### config.mk
export PLATFORM = sky130hd
export DESIGN_NAME = imm_encoder_flat
export DESIGN_NICKNAME = d
export VERILOG_FILES = /design/src/rtl/imm_encoder_if.sv /design/src/rtl/imm_encoder.sv /design/src/flat_wrapper.sv
export SDC_FILE = /design/constraint.sdc
export NUM_CORES = 1
export LEC_CHECK = 0
export BUFFER_PORTS_ARGS = -buffer_cell sky130_fd_sc_hd__buf_2
export CORE_MARGIN = 2
export CORE_UTILIZATION = 45
export CTS_BUF_LIST = sky130_fd_sc_hd__clkbuf_8
export DETAILED_ROUTE_END_ITERATION = 10
export HOLD_SLACK_MARGIN = 0.12
export PLACE_DENSITY = 0.74
export SYNTH_ARGS = -nofsm -noshare
export SYNTH_HDL_FRONTEND = slang
export SYNTH_SLANG_ARGS = --single-unit
### constraint.sdc
create_clock -name clk -period 3.01 [get_ports clk]
set_clock_uncertainty 0.05 [all_clocks]
set_input_delay 0.4515 -clock clk [delete_from_list [all_inputs] [get_ports clk]]
set_output_delay 0.4515 -clock clk [all_outputs]
set_load 0.1 [all_outputs]
### src/rtl/imm_encoder_if.sv
// Request/response bundle for the immediate encoder.
// master drives requests and consumes results; slave is the encoder.
interface imm_encoder_if;
  logic        in_valid;
  logic        in_ready;
  logic [31:0] base_inst;
  logic [31:0] imm;
  logic [2:0]  mode;
  logic        out_valid;
  logic        out_ready;
  logic [31:0] out_inst;
  logic        out_err;

  modport master (
    output in_valid, base_inst, imm, mode, out_ready,
    input  in_ready, out_valid, out_inst, out_err
  );

  modport slave (
    input  in_valid, base_inst, imm, mode, out_ready,
    output in_ready, out_valid, out_inst, out_err
  );
endinterface

### src/rtl/imm_encoder.sv
// Writes an immediate into an instruction word, queued in a small output FIFO.
// Define IMM_RANGE_CHECK_EN to flag immediates that do not fit their format.
module imm_encoder #(
  parameter int FIFO_DEPTH = 2,
  parameter int CNT_W      = 16
) (
  input  logic             clk,
  input  logic             rstn,
  imm_encoder_if.slave     bus,
  output logic [CNT_W-1:0] enc_cnt,
  output logic [CNT_W-1:0] err_cnt
);

  localparam int AW = $clog2(FIFO_DEPTH);

  logic [31:0]      w_inst;
  logic             w_rng;
  logic             w_err;
  logic             w_full;
  logic             w_empty;
  logic             w_push;
  logic             w_pop;
  logic [AW:0]      r_wp;
  logic [AW:0]      r_rp;
  logic             r_live;
  logic [32:0]      r_mem [FIFO_DEPTH];
  logic [CNT_W-1:0] r_enc;
  logic [CNT_W-1:0] r_errc;

  always_comb begin
    w_inst = bus.base_inst;
    case (bus.mode)
      3'd1: w_inst[31:20] = bus.imm[11:0];
      3'd2: w_inst[24:20] = bus.imm[4:0];
      3'd3: w_inst[31:12] = bus.imm[31:12];
      3'd4: w_inst[31:12] = {bus.imm[20], bus.imm[10:1],
                             bus.imm[11], bus.imm[19:12]};
      3'd5: begin
        w_inst[31:25] = {bus.imm[12], bus.imm[10:5]};
        w_inst[11:7]  = {bus.imm[4:1], bus.imm[11]};
      end
      3'd6: begin
        w_inst[31:25] = bus.imm[11:5];
        w_inst[11:7]  = bus.imm[4:0];
      end
      default: ;
    endcase
  end

`ifdef IMM_RANGE_CHECK_EN
  // An even value fits N signed bits when every bit above N-1 matches the sign.
  logic w_fit12;
  logic w_fit13;
  logic w_fit21;
  assign w_fit12 = (&bus.imm[31:11]) | ~(|bus.imm[31:11]);
  assign w_fit13 = (&bus.imm[31:12]) | ~(|bus.imm[31:12]);
  assign w_fit21 = (&bus.imm[31:20]) | ~(|bus.imm[31:20]);

  always_comb begin
    w_rng = 1'b0;
    case (bus.mode)
      3'd1, 3'd6: w_rng = ~w_fit12;
      3'd2:       w_rng = |bus.imm[31:5];
      3'd3:       w_rng = |bus.imm[11:0];
      3'd4:       w_rng = bus.imm[0] | ~w_fit21;
      3'd5:       w_rng = bus.imm[0] | ~w_fit13;
      default:    w_rng = 1'b0;
    endcase
  end
`else
  assign w_rng = 1'b0;
`endif

  assign w_err   = w_rng | (bus.mode == 3'd7);
  assign w_empty = (r_wp == r_rp);
  assign w_full  = (r_wp[AW] != r_rp[AW]) &&
                   (r_wp[AW-1:0] == r_rp[AW-1:0]);
  assign w_push  = bus.in_valid & bus.in_ready;
  assign w_pop   = ~w_empty & bus.out_ready;

  assign bus.in_ready  = r_live & ~w_full;
  assign bus.out_valid = ~w_empty;
  assign bus.out_inst  = w_empty ? 32'd0 : r_mem[r_rp[AW-1:0]][31:0];
  assign bus.out_err   = w_empty ? 1'b0  : r_mem[r_rp[AW-1:0]][32];
  assign enc_cnt       = r_enc;
  assign err_cnt       = r_errc;

  always_ff @(posedge clk) begin
    if (w_push) r_mem[r_wp[AW-1:0]] <= {w_err, w_inst};
  end

  always_ff @(posedge clk or negedge rstn) begin
    if (!rstn) begin
      r_wp   <= '0;
      r_rp   <= '0;
      r_live <= 1'b0;
      r_enc  <= '0;
      r_errc <= '0;
    end else begin
      r_live <= 1'b1;
      if (w_push) r_wp <= r_wp + 1'b1;
      if (w_pop)  r_rp <= r_rp + 1'b1;
      if (w_push && r_enc != '1)
        r_enc <= r_enc + CNT_W'(1);
      if (w_push && w_err && r_errc != '1)
        r_errc <= r_errc + CNT_W'(1);
    end
  end

endmodule

### src/flat_wrapper.sv
// flat-port wrapper written by rule: the top's interface ports become plain ports
module imm_encoder_flat 
#(
  parameter int FIFO_DEPTH = 2,
  parameter int CNT_W      = 16
)
  (clk, rstn, enc_cnt, err_cnt, bus_in_valid, bus_base_inst, bus_imm, bus_mode, bus_out_ready, bus_in_ready, bus_out_valid, bus_out_inst, bus_out_err);
  imm_encoder_if bus_i ();
  input  logic clk;
  input  logic rstn;
  output logic [CNT_W-1:0] enc_cnt;
  output logic [CNT_W-1:0] err_cnt;
  input wire logic [$bits(bus_i.in_valid)-1:0] bus_in_valid;
  input wire logic [$bits(bus_i.base_inst)-1:0] bus_base_inst;
  input wire logic [$bits(bus_i.imm)-1:0] bus_imm;
  input wire logic [$bits(bus_i.mode)-1:0] bus_mode;
  input wire logic [$bits(bus_i.out_ready)-1:0] bus_out_ready;
  output wire logic [$bits(bus_i.in_ready)-1:0] bus_in_ready;
  output wire logic [$bits(bus_i.out_valid)-1:0] bus_out_valid;
  output wire logic [$bits(bus_i.out_inst)-1:0] bus_out_inst;
  output wire logic [$bits(bus_i.out_err)-1:0] bus_out_err;
  assign bus_i.in_valid = bus_in_valid;
  assign bus_i.base_inst = bus_base_inst;
  assign bus_i.imm = bus_imm;
  assign bus_i.mode = bus_mode;
  assign bus_i.out_ready = bus_out_ready;
  assign bus_in_ready = bus_i.in_ready;
  assign bus_out_valid = bus_i.out_valid;
  assign bus_out_inst = bus_i.out_inst;
  assign bus_out_err = bus_i.out_err;
  imm_encoder #(.FIFO_DEPTH(FIFO_DEPTH), .CNT_W(CNT_W)) u_core (.clk(clk), .rstn(rstn), .bus(bus_i), .enc_cnt(enc_cnt), .err_cnt(err_cnt));
endmodule
==> results.toml, run 1 <==
[run_status]
outcome = "complete, no violations"

[sta]
rsz0062_at_grt = "false"
min_period_over_period_pct = 88.8
hold_viol = 0
setup_viol_count_final = 0
slew_headroom_pct = 45.3
worstMarginPinSlew_ns = 0.821
tns_ns = 0
finalCriticalPeriod_ns = 2.67
fmax_ghz = 0.374
slew_violations = 0

[setup_path]
rrSetupSlack_ns = 0.85
cp.required_ns = 2.51
reg2reg_from = "u_core.enc_cnt[0]$_DFFE_PN0P_"
cp-start-kind = "flip-flop"
arrival_ns = 2.17
critical_path_class = "reg2out"
cp_top_family = "buffers and inverters"
cp_num_buf_inv = 2
rr_endpoint = "u_core.enc_cnt[11]$_DFFE_PN0P_"
worst_setup_path_end_kind = "output pin"
cp_cell_sequence = "xnor2_1 > nor2b_2 > buf_4 > nor2_1 > buf_2"
slowest_delay_ns = 0.46
ff2ff_path_depth = 6
cpMaxStageDelayCell = "dfrtp_1"
crit_fanout = 29

[detailed_routing]
viasPerCell = 5.21
drc = 0
wl_um = 10500
ant_nets = 0
firstDrtPassIters = 5
vias = 3597
wl_per_cell_um = 15.3
drtIter0Drc = 180

[synthesis]
synth-xor-area-share_pct = 6.16
synth_fa_ha_area_share_pct = 0.503
mappedNetlistArea_um2 = 4980
synth-edff-count = 66
avgSynthCellArea_um2 = 12.1
muxShareOfSynthArea_pct = 14.3
synth_compound_area_share_pct = 5.60
synth.top_cell.area_share_pct = 39.8
ys_types = 43
synth_top_family_by_area = "multiplexers"
synth_simple_gate_area_share_pct = 12.5
yosysTopAreaCell = "edfxtp_1"
ys_async_sr_fraction_pct = 35.9
ys_warn_count = 0
synth_seq_cells = 103
syn_inst = 413
synth_ff_type = "edfxtp_1"
synth_area_leaders = "edfxtp_1, dfrtp_1, mux2i_1"
yosysSeqAreaShare_pct = 58.4
synth_nets = 486

[floorplan]
ios = 138
die_area_um2 = 11900
initial_core_util_pct = 45.9
die_y_um = 109
rows = 38
dieWidth_um = 109
core_area_um2 = 10800

[place]
place_congestion = 0.835
hpwl_um = 7690
port_buffers = 137

[clock_network]
post_cts_buffers = 0
numCtsBuffers = 9
clock_sinks = 103
cts_hold_buf = 0
worstSkewPairLatency_ns = 0.36
cts-htree-levels = 3
clkTransAtPathRegs_ns = 0.10
clockRootBuffer = "clkbuf_8"
ctsResizeCount = 0
cts_tree = "built"
clk_path_buf_depth = 2

[finish]
diodes = 0
fin_nets = 619
syn2layout_area_growth_pct = 21.0
seq_area_um2 = 2910
fillers = 974
layout_common_cells = "buf_2, edfxtp_1, mux2i_1"
final_common_cell = "buf_2"
drive_gt1_share_pct = 33.9
multi_input_area_um2 = 1960

[hold_path]
hp-class = "in2async"

[grt]
grt_usage_pct = 18.1
antenna_found_initial = 0
grt_pass1_wl_um = 16400
grt_max_degree = 38
grt_pass1_vias = 3441
grt-ovfl-total = 0

[job]
max-cap-violations = 0
metal layers:
metal | vias to the layer above | GRT usage (%) | routed length (um)
li1 | 1768 | - | -
met1 | 1728 | 22.7 | 4660
met2 | 85 | 31.1 | 5270
met3 | 16 | 3.05 | 411
met4 | 0 | 7.50 | 205
met5 | - | 0 | 0
layout make-up:
| class | instances | share of cell area (%) |
|---|---|---|
| Timing Repair Buffer | 145 | 12.4 |
| Sequential cell | 103 | 48.3 |
| Multi-Input combinational cell | 281 | 32.5 |
| Tap cell | 140 | 2.91 |
| Clock buffer | 9 | 2.06 |
| Inverter | 6 | 0.374 |
| Clock inverter | 7 | 1.45 |
synthesized netlist by cell type, types with 5 or more instances:
cell,n
a21oi_1,5
buf_1,8
clkbuf_1,11
dfrtp_1,37
edfxtp_1,66
inv_1,6
mux2_2,18
mux2i_1,51
nand2_1,30
nand3_1,16
nand4_1,9
nor2_1,44
nor3_1,11
o211ai_1,11
o21ai_0,18
or3_1,5
xnor2_1,17
xor2_1,18
kinds of logic (layout without fill, tap and decap cells):
group / Yosys count / in the layout
AND/OR/NAND/NOR: 129 / 129
flip-flops: 103 / 103
multiplexers: 69 / 69
AO/OA/AOI/OAI: 45 / 45
XOR/XNOR: 35 / 35
buffers and inverters: 29 / 167
adder cells (fa/ha/maj): 2 / 2
other: 1 / 1
worst max-delay path by stage:
stage | slack, ns | cells after the start | to | startpoint
floorplan | 0.07 | 6 | bus_out_inst[10] | u_core.r_rp[0]$_DFFE_PN0P_
global placement | 0.80 | 5 | u_core.err_cnt[15]$_DFFE_PN0P_ | bus_mode[1]
detailed placement | 0.69 | 5 | bus_out_inst[20] | u_core.r_wp[0]$_DFFE_PN0P_
CTS | 0.28 | 5 | bus_out_inst[20] | u_core.r_wp[0]$_DFFE_PN0P_
global route | 0.18 | 5 | bus_out_inst[20] | u_core.r_wp[0]$_DFFE_PN0P_
finish | 0.34 | 5 | bus_out_inst[20] | u_core.r_wp[0]$_DFFE_PN0P_
per-stage QoR:
step	cell area, um^2	util, %	hold slack (ns)	cells	worst slack (ns)
after floorplan	4980	-	0.106	413	0.0713
after global placement	5810	53.6	0.426	675	0.798
after detailed placement	5810	53.6	0.431	675	0.687
after CTS	6020	55.6	0.141	691	0.284
after global routing	6020	55.6	0.181	691	0.183
final	6020	55.6	0.123	691	0.338
worst register-to-register path: cells and delay by family, from the launching register on:
kind                     cells  cell delay (ns)
XOR/XNOR                     1             0.17
adder cells (fa/ha/maj)      1             0.30
flip-flops                   1             0.47
AND/OR/NAND/NOR              4             1.10
sequential cells by signal (all words and copies together), names as in the netlist:
name,count
u_core.enc_cnt,16
u_core.err_cnt,16
u_core.r_live,1
u_core.r_mem,66
u_core.r_rp,2
u_core.r_wp,2
Power of run 1 is not shown: default switching activity piles up to over one toggle a cycle in this logic, so the estimate is an artifact.
==> inputs of run 2 (changes only) <==
--- a/config.mk
+++ b/config.mk
@@ -7,11 +7,11 @@
 export LEC_CHECK = 0
 export BUFFER_PORTS_ARGS = -buffer_cell sky130_fd_sc_hd__buf_2
 export CORE_MARGIN = 2
-export CORE_UTILIZATION = 45
+export CORE_UTILIZATION = 49
 export CTS_BUF_LIST = sky130_fd_sc_hd__clkbuf_8
 export DETAILED_ROUTE_END_ITERATION = 10
 export HOLD_SLACK_MARGIN = 0.12
-export PLACE_DENSITY = 0.74
+export PLACE_DENSITY = 0.8
 export SYNTH_ARGS = -nofsm -noshare
 export SYNTH_HDL_FRONTEND = slang
 export SYNTH_SLANG_ARGS = --single-unit
==> run 2 against run 1 <==
Maximum frequency increased by 2.2%. Critical path type unchanged. Via count unchanged. Core utilization increased by 5.1 points. Wire length increased by 0.55%. Register-to-register slack improved by 0.02 ns. Critical path depth unchanged. Sequential cell count unchanged. Setup slack improved by 0.058 ns. Count of clock-buffer cells in the layout unchanged. First-iteration DRC count unchanged. Design area decreased by 1.1%.
==> results.toml, run 2 (synthesized netlist as in run 1, its figures left out) <==
[run_status]
outcome = "complete, no violations"

[job]
max-cap-violations = 0

[finish]
diodes = 0
final_common_cell = "buf_2"
final_cells = 683
drive_gt1_share_pct = 33.5
fin_nets = 618
syn2layout_area_growth_pct = 19.7
largest_reg_flops = 66
layout_common_cells = "buf_2, edfxtp_1, mux2i_1"
final_cell_area_um2 = 5960

[setup_path]
critPathLaunch = "u_core.r_wp[0]$_DFFE_PN0P_"
worst_setup_path_end_kind = "output pin"
cp-start-kind = "flip-flop"
cp-endpoint = "bus_out_valid"
ff2ff_path_depth = 5
crit_fanout = 34
cp.required_ns = 2.51
rr_endpoint = "u_core.enc_cnt[15]$_DFFE_PN0P_"
arrival_ns = 2.11
critical_path_class = "reg2out"
reg2reg_from = "u_core.r_wp[0]$_DFFE_PN0P_"
rrSetupSlack_ns = 0.87

[floorplan]
die_y_um = 105
rows = 36
dieWidth_um = 105
core_area_um2 = 9820
die_area_um2 = 11000
ios = 138
initial_core_util_pct = 50.7

[sta]
min_period_over_period_pct = 86.9
rsz0062_at_grt = "false"
fmax_ghz = 0.383
finalCriticalPeriod_ns = 2.61
setup_viol_count_final = 0
slew_headroom_pct = 46.2
worstMarginPinSlew_ns = 0.807
layout_setup_ws_ns = 0.396
hold_viol = 0
slew_violations = 0
tns_ns = 0

[place]
hpwl_um = 7530
dp.cells = 667
place_congestion = 0.785
preCtsSetupSlack_ns = 0.766
port_buffers = 137
postPlaceCellArea_um2 = 5800

[clock_network]
clockRootBuffer = "clkbuf_8"
clkTransAtPathRegs_ns = 0.09
post_cts_buffers = 0
worstSkewPairLatency_ns = 0.35
cts_tree = "built"
clk_path_buf_depth = 2
ctsResizeCount = 0
cts-htree-levels = 3
clock_sinks = 103
cts_hold_buf = 0
numCtsBuffers = 9

[detailed_routing]
ant_nets = 0
wl_per_cell_um = 15.5
wl_um = 10600
vias = 3597
viasPerCell = 5.27
firstDrtPassIters = 4
drtIter0Drc = 180
drc = 0

[grt]
grt_usage_pct = 19.4
grt_pass1_vias = 3453
grt_pass1_wl_um = 16900
grt_max_degree = 38
grt-ovfl-total = 0
antenna_found_initial = 0

[hold_path]
hp-class = "in2async"
-- run 2: worst min path at each step --
stage / from / endpoint / cells after the start
floorplan: rstn / u_core.enc_cnt[0]$_DFFE_PN0P_ / 0
global placement: u_core.r_wp[1]$_DFFE_PN0P_ / u_core.r_wp[1]$_DFFE_PN0P_ / 1
detailed placement: u_core.enc_cnt[15]$_DFFE_PN0P_ / u_core.enc_cnt[15]$_DFFE_PN0P_ / 1
CTS: rstn / u_core.enc_cnt[13]$_DFFE_PN0P_ / 1
global route: rstn / u_core.enc_cnt[13]$_DFFE_PN0P_ / 1
finish: rstn / u_core.enc_cnt[12]$_DFFE_PN0P_ / 1
-- run 2: worst max-delay path, stage by stage, from the launching register on --
cell and delay (ns):
dfrtp_1 0.46, xnor2_1 0.28, nor2b_2 0.20, buf_4 0.36, inv_1 0.14, buf_2 0.32
-- run 2: stage by stage --
| stage | hold WS [ns] | utilization (%) |
|---|---|---|
| floorplan | 0.106 | - |
| finish | 0.127 | 60.7 |
| CTS | 0.140 | 60.7 |
| global route | 0.179 | 60.7 |
| global placement | 0.426 | 59.0 |
| detailed placement | 0.429 | 59.0 |
-- run 2: final cells by class --
cell class / instances / area [um^2]
tap: 133 / 166
clock buffer: 9 / 124
sequential: 103 / 2910
inverter: 6 / 22.5
timing repair buffer: 144 / 738
clock inverter: 7 / 40.0
multi-input combinational: 281 / 1960
fill: 841 / 3860
-- run 2: layer usage --
layer / up-vias / GRT usage [%] / wire (um)
li1: 1773 / - / -
met1: 1713 / 25.5 / 4680
met2: 96 / 32.4 / 5250
met3: 15 / 3.24 / 494
met4: 0 / 7.14 / 183
met5: - / 0 / 0
Power of run 2 is left out for the same reason.
==> inputs of run 3 (changes only) <==
--- a/config.mk
+++ b/config.mk
@@ -6,12 +6,12 @@
 export NUM_CORES = 1
 export LEC_CHECK = 0
 export BUFFER_PORTS_ARGS = -buffer_cell sky130_fd_sc_hd__buf_2
+export CORE_ASPECT_RATIO = 1.1
 export CORE_MARGIN = 2
-export CORE_UTILIZATION = 49
-export CTS_BUF_LIST = sky130_fd_sc_hd__clkbuf_8
+export CORE_UTILIZATION = 47
 export DETAILED_ROUTE_END_ITERATION = 10
 export HOLD_SLACK_MARGIN = 0.12
-export PLACE_DENSITY = 0.8
+export PLACE_DENSITY = 0.77
 export SYNTH_ARGS = -nofsm -noshare
 export SYNTH_HDL_FRONTEND = slang
 export SYNTH_SLANG_ARGS = --single-unit
==> run 3 against run 2 <==
Wire length grew 0.58%. Worst hold slack improved by 0.028 ns. Sequential cell count unchanged. Count of clock-buffer cells in the layout unchanged. Critical path type unchanged. Critical path depth shrank 1. Final cell count increased by 1.8%. Die area increased by 4.1%. Register-to-register slack about the same.
==> results.toml, run 3 (synthesized netlist as in run 1, its figures left out) <==
[run_status]
outcome = "complete, no violations"

[finish]
final_common_cell = "buf_2"
syn2layout_area_growth_pct = 23.3
fin_nets = 620
drive_gt1_share_pct = 34.1
diodes = 0
largest_reg_flops = 66
layout_common_cells = "buf_2, edfxtp_1, mux2i_1"

[job]
max-cap-violations = 0

[floorplan]
ios = 138
dieWidth_um = 102
initial_core_util_pct = 48.1
core_area_um2 = 10300
rows = 39
die_y_um = 112
die_area_um2 = 11400

[setup_path]
reg2reg_from = "u_core.enc_cnt[0]$_DFFE_PN0P_"
cp-endpoint = "bus_out_inst[26]"
worst_setup_path_end_kind = "output pin"
cp-start-kind = "flip-flop"
cp.required_ns = 2.51
rrSetupSlack_ns = 0.87
ff2ff_path_depth = 6
critical_path_class = "reg2out"
critPathLaunch = "u_core.r_rp[0]$_DFFE_PN0P_"
crit_fanout = 35
arrival_ns = 1.98
rr_endpoint = "u_core.enc_cnt[11]$_DFFE_PN0P_"

[clock_network]
clk_path_buf_depth = 2
clkTransAtPathRegs_ns = 0.07
post_cts_buffers = 0
clock_sinks = 103
cts_tree = "built"
worstSkewPairLatency_ns = 0.33
cts_hold_buf = 0
cts-htree-levels = 3
numCtsBuffers = 9
clockRootBuffer = "clkbuf_16"
ctsResizeCount = 0

[detailed_routing]
wl_um = 10700
ant_nets = 0
drc = 0
viasPerCell = 5.26
wl_per_cell_um = 15.3
firstDrtPassIters = 4
drtIter0Drc = 121
vias = 3655

[place]
port_buffers = 137
hpwl_um = 7920
place_congestion = 0.782

[grt]
antenna_found_initial = 0
grt_usage_pct = 19.1
grt_max_degree = 38
grt-ovfl-total = 0
grt_pass1_vias = 3555
grt_pass1_wl_um = 17000

[sta]
slew_headroom_pct = 45.6
fmax_ghz = 0.403
slew_violations = 0
finalCriticalPeriod_ns = 2.48
worstMarginPinSlew_ns = 0.816
rsz0062_at_grt = "false"
tns_ns = 0
hold_viol = 0
setup_viol_count_final = 0
min_period_over_period_pct = 82.5

[hold_path]
hp-class = "in2async"
run 3: final cells by class:
| cell class | count | area [um^2] |
|---|---|---|
| clock buffers | 9 | 225 |
| clock inverters | 7 | 78.8 |
| fillers | 893 | 4200 |
| inverters | 6 | 22.5 |
| multi-input cells | 281 | 1960 |
| flip-flops and latches | 103 | 2910 |
| well taps | 143 | 179 |
| repair buffers | 146 | 766 |
run 3: how the worst min path moves through the flow:
stage | startpoint | cells past startpoint | to | slack (ns)
finish | rstn | 1 | u_core.enc_cnt[15]$_DFFE_PN0P_ | 0.16
detailed placement | u_core.r_wp[1]$_DFFE_PN0P_ | 1 | u_core.r_wp[1]$_DFFE_PN0P_ | 0.43
global placement | u_core.r_wp[1]$_DFFE_PN0P_ | 1 | u_core.r_wp[1]$_DFFE_PN0P_ | 0.43
floorplan | rstn | 0 | u_core.enc_cnt[0]$_DFFE_PN0P_ | 0.11
CTS | rstn | 1 | u_core.enc_cnt[11]$_DFFE_PN0P_ | 0.18
global route | rstn | 1 | u_core.enc_cnt[13]$_DFFE_PN0P_ | 0.21
run 3: layer usage:
metal	wire (um)	GRT usage, %	vias up
met5	0	0	-
met4	192	6.49	0
met3	704	3.52	14
met2	5380	32.8	119
met1	4390	24.1	1750
li1	-	-	1772
run 3: critical path, stage by stage, from the launching register on:
cell	delay, ns
dfrtp_2	0.37
buf_4	0.50
mux2i_1	0.16
nor2_1	0.14
buf_2	0.44
run 3: per-stage QoR:
stage	worst slack [ns]	cells	instance area [um^2]	utilization, %	hold WS [ns]
after floorplan	0.0713	413	4980	-	0.106
after global placement	0.837	679	5840	56.4	0.430
after detailed placement	0.755	679	5840	56.4	0.426
after global routing	0.388	695	6140	59.4	0.213
after CTS	0.512	695	6140	59.4	0.180
final	0.527	695	6140	59.4	0.155
Power of run 3 is left out for the same reason.
